==> src/rtl/ad_ip_jesd204_tpl_dac_framer_sync.sv <==
// TPL DAC framer with sync arming: DMA beats are queued in a small FIFO, held
// until a sync event releases them, then masked per channel and framed onto
// JESD204 lanes. Underflows in RUN send zeros and are counted (saturating).
module ad_ip_jesd204_tpl_dac_framer_sync #(
  parameter int NUM_LANES         = 4,
  parameter int NUM_CHANNELS      = 2,
  parameter int SAMPLES_PER_FRAME = 1,
  parameter int BITS_PER_SAMPLE   = 16,
  parameter int OCTETS_PER_BEAT   = 4,
  parameter int FIFO_ADDR_WIDTH   = 3,
  localparam int W = NUM_LANES * OCTETS_PER_BEAT * 8
) (
  input  logic                       clk,
  input  logic                       resetn,
  input  logic [W-1:0]               s_data,
  input  logic                       s_valid,
  output logic                       s_ready,
  input  logic [NUM_CHANNELS-1:0]    enable,
  input  logic                       sync_arm,
  input  logic                       sync_bypass,
  input  logic                       external_sync,
  output logic [W-1:0]               link_data,
  output logic                       link_valid,
  input  logic                       link_ready,
  output logic                       dunf,
  output logic [15:0]                dunf_count,
  output logic [1:0]                 state,
  output logic [FIFO_ADDR_WIDTH:0]   fifo_level
);

  localparam int L     = NUM_LANES;
  localparam int M     = NUM_CHANNELS;
  localparam int S     = SAMPLES_PER_FRAME;
  localparam int NP    = BITS_PER_SAMPLE;
  localparam int OPB   = OCTETS_PER_BEAT;
  localparam int AW    = FIFO_ADDR_WIDTH;
  localparam int F     = (M * S * NP) / (8 * L);
  localparam int FPB   = OPB / F;
  localparam int DPW   = FPB * S;
  localparam int FB    = M * S * NP;
  localparam int DEPTH = 1 << AW;

  typedef enum logic [1:0] {
    IDLE  = 2'b00,
    ARMED = 2'b01,
    RUN   = 2'b10
  } state_t;

  state_t          state_reg;
  logic            sync_q_reg;
  logic [AW-1:0]   wr_ptr_reg;
  logic [AW-1:0]   rd_ptr_reg;
  logic [AW:0]     level_reg;
  logic [W-1:0]    link_data_reg;
  logic            link_valid_reg;
  logic            dunf_reg;
  logic [15:0]     dunf_count_reg;

  logic [W-1:0]    mem [DEPTH];
  logic [W-1:0]    head;
  logic [W-1:0]    framed;

  logic            empty;
  logic            full;
  logic            in_run;
  logic            flush;
  logic            push;
  logic            pop;
  logic            underflow;
  logic            sync_edge;

  assign empty     = (level_reg == '0);
  assign full      = (level_reg == (AW+1)'(DEPTH));
  assign in_run    = (state_reg == RUN);
  assign flush     = in_run && sync_arm;
  assign s_ready   = (state_reg != IDLE) && !full;
  assign push      = s_valid && s_ready && !flush;
  assign pop       = in_run && link_ready && !empty;
  assign underflow = in_run && link_ready && empty;
  assign sync_edge = external_sync && !sync_q_reg;
  assign head      = mem[rd_ptr_reg];

  // Framing: each frame is a MSB-first bitstream of all channel samples,
  // whose octets are spread over lanes F at a time. Masked channels send 0.
  for (genvar gi = 0; gi < FPB; gi++) begin : g_frame
    logic [FB-1:0] frame_bits;
    for (genvar gj = 0; gj < M * S; gj++) begin : g_sample
      localparam int C = gj / S;
      localparam int K = gi * S + gj % S;
      assign frame_bits[FB-1-gj*NP -: NP] = enable[C] ? head[(C*DPW+K)*NP +: NP] : '0;
    end
    for (genvar gk = 0; gk < FB / 8; gk++) begin : g_octet
      assign framed[(gk/F)*8*OPB + 8*(gi*F + gk%F) +: 8] = frame_bits[FB-1-8*gk -: 8];
    end
  end

  // Sync FSM: arm from IDLE/RUN, release to RUN on sync edge or bypass.
  always_ff @(posedge clk or negedge resetn) begin
    if (!resetn) begin
      state_reg  <= IDLE;
      sync_q_reg <= 1'b0;
    end else begin
      sync_q_reg <= external_sync;
      case (state_reg)
        IDLE:    if (sync_arm) state_reg <= ARMED;
        ARMED:   if (sync_bypass || sync_edge) state_reg <= RUN;
        RUN:     if (sync_arm) state_reg <= ARMED;
        default: state_reg <= IDLE;
      endcase
    end
  end

  // FIFO storage; no reset so it can map onto RAM.
  always_ff @(posedge clk) begin
    if (push) mem[wr_ptr_reg] <= s_data;
  end

  // FIFO pointers and level; re-arming from RUN discards everything queued.
  always_ff @(posedge clk or negedge resetn) begin
    if (!resetn) begin
      wr_ptr_reg <= '0;
      rd_ptr_reg <= '0;
      level_reg  <= '0;
    end else if (flush) begin
      wr_ptr_reg <= '0;
      rd_ptr_reg <= '0;
      level_reg  <= '0;
    end else begin
      if (push) wr_ptr_reg <= wr_ptr_reg + 1'b1;
      if (pop)  rd_ptr_reg <= rd_ptr_reg + 1'b1;
      level_reg <= level_reg + {{AW{1'b0}}, push} - {{AW{1'b0}}, pop};
    end
  end

  // Link output register: advances only when the link consumes a beat.
  always_ff @(posedge clk or negedge resetn) begin
    if (!resetn) begin
      link_data_reg  <= '0;
      link_valid_reg <= 1'b0;
    end else begin
      link_valid_reg <= 1'b1;
      if (link_ready) link_data_reg <= pop ? framed : '0;
    end
  end

  // Underflow pulse and saturating counter.
  always_ff @(posedge clk or negedge resetn) begin
    if (!resetn) begin
      dunf_reg       <= 1'b0;
      dunf_count_reg <= '0;
    end else begin
      dunf_reg <= underflow;
      if (underflow && (dunf_count_reg != 16'hFFFF)) dunf_count_reg <= dunf_count_reg + 16'd1;
    end
  end

  assign link_data  = link_data_reg;
  assign link_valid = link_valid_reg;
  assign dunf       = dunf_reg;
  assign dunf_count = dunf_count_reg;
  assign state      = state_reg;
  assign fifo_level = level_reg;

endmodule
==> config.mk <==
export PLATFORM = sky130hd
export DESIGN_NAME = ad_ip_jesd204_tpl_dac_framer_sync
export DESIGN_NICKNAME = d
export VERILOG_FILES = /design/src/rtl/ad_ip_jesd204_tpl_dac_framer_sync.sv
export SDC_FILE = /design/constraint.sdc
export NUM_CORES = 1
export LEC_CHECK = 0
export BUFFER_PORTS_ARGS = -buffer_cell sky130_fd_sc_hd__buf_2
export CORE_ASPECT_RATIO = 0.9
export CORE_MARGIN = 3
export CORE_UTILIZATION = 54
export DETAILED_ROUTE_END_ITERATION = 8
export PLACE_DENSITY = 0.75
export SLEW_MARGIN = 5
export SYNTH_ARGS = -nofsm -noshare
export SYNTH_HDL_FRONTEND = slang
export SYNTH_SLANG_ARGS = --single-unit
==> constraint.sdc <==
create_clock -name clk -period 10.9 [get_ports clk]
set_clock_uncertainty 0.1 [all_clocks]
set_input_delay 2.18 -clock clk [delete_from_list [all_inputs] [get_ports clk]]
set_output_delay 2.18 -clock clk [all_outputs]
set_load 0.02 [all_outputs]
# Word-level counts from Yosys, hierarchy flattened
# Memories as Yosys holds them, arrays and structs flattened.
# Index checks and enable logic that the tools add are counted.
op_classes:
  n_addsub: 5
  eq_ne: 6
  muxes: 19
  reduce_logical: 21
ops:
  columns: ["cell", "count"]
  rows:
  - ["128-bit two-way mux", 1]
  - ["16-bit two-way mux", 8]
  - ["16-bit by 1-bit adder with 16-bit output, second input constant", 1]
  - ["16-bit != test, second input constant", 1]
  - ["3-bit two-way mux", 4]
  - ["1-bit logical AND", 9]
  - ["3-bit by 1-bit adder with 3-bit output, second input constant", 2]
  - ["2-bit nonzero test", 3]
  - ["4-bit by 1-bit adder with 4-bit output", 1]
  - ["4-bit equality test, second input constant", 1]
  - ["1-bit logical NOT", 4]
  - ["4-bit logical NOT", 1]
  - ["2-bit two-way mux", 2]
  - ["4-bit two-way mux", 1]
  - ["2-bit one-hot mux with 2 select lines", 1]
  - ["4-bit by 1-bit subtractor with 4-bit output", 1]
  - ["2-bit by 1-bit equality test with 1-bit output, second input constant", 1]
  - ["2-bit equality test, second input constant", 1]
  - ["2-bit logical NOT", 1]
  - ["1-bit two-way mux", 2]
  - ["2-bit by 1-bit != test with 1-bit output, second input constant", 1]
  - ["2-bit != test, second input constant", 1]
  - ["2-bit AND reduction", 1]
  - ["2-bit OR reduction", 1]
  - ["1-bit logical OR", 1]
word_totals:
  ff_bits: 159
  ramBits: 1024
  inputBits: 137
  out_inout_bits: 153
  elab_cells: 61
  mem_count: 1
memory_table:
  columns: ["name", "depth", "width", "read_ports", "rd_clocked_by_memory_dff", "wr", "line_no", "rtl"]
  rows:
  - ["mem", 8, 128, 1, 0, 1, "59", "logic [W-1:0] mem [DEPTH];"]

# Logic depth before layout (Yosys ltp)
depth:
  ltp_word: 8
  ltp_mapped: 13
  ltp_nobuf: 12

# Least setup slack after synthesis
# No wires, ideal clock.
synth_timing:
  kind: "input -> register"
  from: "input port s_valid"
  to: "memory mem[1][0] (netlist name) (enable)"
  setup_ns: 0.772
  arrival_time_ns: 11.319
  required_ns: 10.028
  slack_ns: -1.290
  cell_stages: 4
  n_path_buf: 1
  path_cell_list: "and3_1 -> clkbuf_1 -> nand3_1 -> nor3_1"
synth_via:
  elab_chain_len: 4
synth_rtl:
  columns: ["item", "line_no", "rtl"]
  rows:
  - ["start: declaration", "16", "input logic s_valid,"]
  - ["1-bit logical AND (2 in a row)", "77", "assign push = s_valid && s_ready && !flush;"]
  - ["1-bit two-way mux", "115", "if (push) mem[wr_ptr_reg] <= s_data;"]
  - ["1-bit two-way mux (implied by the code)", "115", null]
  - ["end: declaration", "59", null]
# Every way passes these cells.

# Final worst setup path
layout_timing:
  from: "input port s_valid"
  to: "memory mem[5][95] (netlist name) (enable)"
# Same word-level chain as after synthesis.

==> out/results.txt <==
status -> completed
final worst slack -> 5.986 ns
area grow syn2layout -> 14.91%
Post-CTS Setup Inserts -> 0
unrepaired setup endpoints after global routing -> false
peak fanout along the critical path -> 68
top cells by count, synth -> edfxtp_1, mux4_2, dfrtp_1
Worst-path clk slew -> 0.06 ns
max reg flops -> 1,024
H-tree Lvls -> 3
total CTS buffers -> 111
WS Path Type -> input port to flip-flop
layout cells sized above 1 -> 0.3115
Tightest Hold Check Type -> flip-flop to flip-flop
Post-Syn Area -> 44,330 um2
Post-Syn Nets -> 2,197
top cells by area, synth -> edfxtp_1, mux4_2, dfrtp_1
Post-Layout Cell Count -> 3,551
# Max-Cap Violations -> 0
number of port buffers -> 289
total grt overflow -> 0
Cells after Synth -> 2,050
first-pass GRT wire length -> 142,200 um
root buffer cell -> clkbuf_16
FP Rows -> 99
DR vias/cell -> 5.970
Core Area -> 81,260 um2
clk_lat worst skew -> 0.68 ns
initial antenna violation count -> 36
DP HPWL -> 51,210 um
Initial Util -> 0.5455
f_max -> 0.2035 GHz
relative slew slack -> 0.1825
CTS tree -> built
1st-pass router iterations -> 5
Post-synth EDFFs -> 1,024
Num Clock Sinks -> 1,183
Place WS -> 5.297 ns
synthesized flop and latch total -> 1,183
die width -> 308.0 um
# IOs -> 290
Die Footprint -> 85,570 um2
Synth top area share -> 0.6936
Worst Max-Slew Pin Slew -> 1.226 ns
count leader, synth -> edfxtp_1
Wirelength per Cell -> 26.52 um
ANT nets after route -> 0
PD cells -> 233.0 nW/um2
Final Cycle Share -> 0.4508
Setup-failing EPs final -> 0
Max Root-Sink Buffers -> 3
gp weighted congestion -> 0.8365
final hold viol count -> 0
startpoint types -> input port
min cycle time layout -> 4.914 ns
largest net degree at the start of global routing -> 129
die height -> 277.8 um
Detailed Route Iter0 Violations -> 2,131
GRT Total Usage -> 0.2240
# hold bufs at CTS -> 0
post-CTS resize count -> 0
Main synth FF type -> edfxtp_1
CP Capture Type -> flip-flop
total chip power -> 11,870 uW
WL final -> 94,180 um
area leader, netlist -> edfxtp_1
Vias -> 21,200
Required @ worst endpoint -> 11.08 ns
Leak -> 0.01715 uW
worst path arrival time -> 5.09 ns
placed cell count -> 3,321
final net count -> 2,521
syn avg cell area -> 21.62 um2
Remaining DRCs -> 0
vias in the first global route -> 22,160
number of library cell types mapped by synthesis -> 43
maximum vdd drop -> 0.0001918 V
max-slew violations -> 0
Synth warnings -> 0
Final TNS setup -> 0 ns
Async SR Flop Fraction -> 0.1344
Seq/Total Area, Yosys -> 0.7834
==> critical path, stage by stage <==
cell and delay [ns]:
buf_2 0.10, and3_1 0.29, nand3_1 0.38, nor2_4 0.19
buf_4 0.83, buf_4 1.03
==> routing by layer <==
layer,up-vias,part of all wire,global-route usage
li1,9032,-,-
met1,11130,0.41,0.3176
met2,831,0.48,0.3517
met3,168,0.086,0.05756
met4,34,0.022,0.06133
met5,-,0.0022,0
==> layout make-up <==
| cell class | count | area [um2] |
|---|---|---|
| antenna | 19 | 47.55 |
| inverter | 136 | 510.5 |
| tap | 1060 | 1326 |
| clock buffer | 139 | 3038 |
| clock inverter | 72 | 828.3 |
| timing repair buffer | 314 | 1699 |
| multi-input combinational | 628 | 8752 |
| fill | 5470 | 30320 |
| sequential | 1183 | 34740 |
==> metrics by stage <==
stage	hold slack [ns]	instance area (um2)	util
after floorplan	0.4174	44340	-
after global placement	0.3793	47030	0.5787
after detailed placement	0.3885	47030	0.5787
after CTS	0.3994	50890	0.6263
after global routing	0.4061	50910	0.6265
final	0.3966	50940	0.6269
==> kinds of logic (layout without fill, tap and decap cells) <==
logic type / after synthesis / count (layout) / synth area share
flops: 1183 / 1183 / 0.7834
mux: 387 / 387 / 0.1597
buf+inv: 239 / 661 / 0.02103
compound gates: 139 / 139 / 0.02004
simple gates: 71 / 71 / 0.008834
xor+xnor: 20 / 20 / 0.003951
fa+ha+maj: 10 / 10 / 0.002992
other cells: 1 / 20 / 0.00008459
==> path summary, 6_finish.rpt <==
kind | slack [ns] | depth (start not counted) | start | end
max | 5.99 | 6 | s_valid | mem[5][95]
min | 0.40 | 1 | dunf_count[15] | dunf_count[15]
max reg2reg | 6.66 | 5 | rd_ptr_reg[1] | link_data[118]
min reg2reg | 0.40 | 1 | dunf_count[15] | dunf_count[15]
max in group asynchronous | 7.18 | 3 | resetn | rd_ptr_reg[2]
min in group asynchronous | 1.38 | 1 | resetn | fifo_level[2]
==> placed cells by master, fill, tap and decap left out, types with 3 or more instances in the layout <==
master	count
and2_1	4
and3_1	3
buf_12	4
buf_2	287
buf_4	21
bufinv_16	18
clkbuf_1	17
clkbuf_16	115
clkbuf_8	8
clkinv_1	15
clkinv_2	31
clkinv_4	3
dfrtp_1	156
dfrtp_4	3
diode_2	19
edfxtp_1	1024
ha_1	9
inv_1	136
mux2i_1	130
mux4_2	256
nand2_1	7
nand2b_1	3
nand3_1	5
nand4_1	6
nor2_1	12
nor2_4	6
nor3_1	3
nor4_1	3
o211ai_1	5
o22ai_1	128
xnor2_1	14
xor2_1	6
==> power by group <==
part           total, uW  internal [uW]  switching, uW
clock network       4020           2400           1620
registers           5530           5310            218
logic               2320           1110           1210
total              11900           8820           3050
Power figures use the tool's default switching activity.
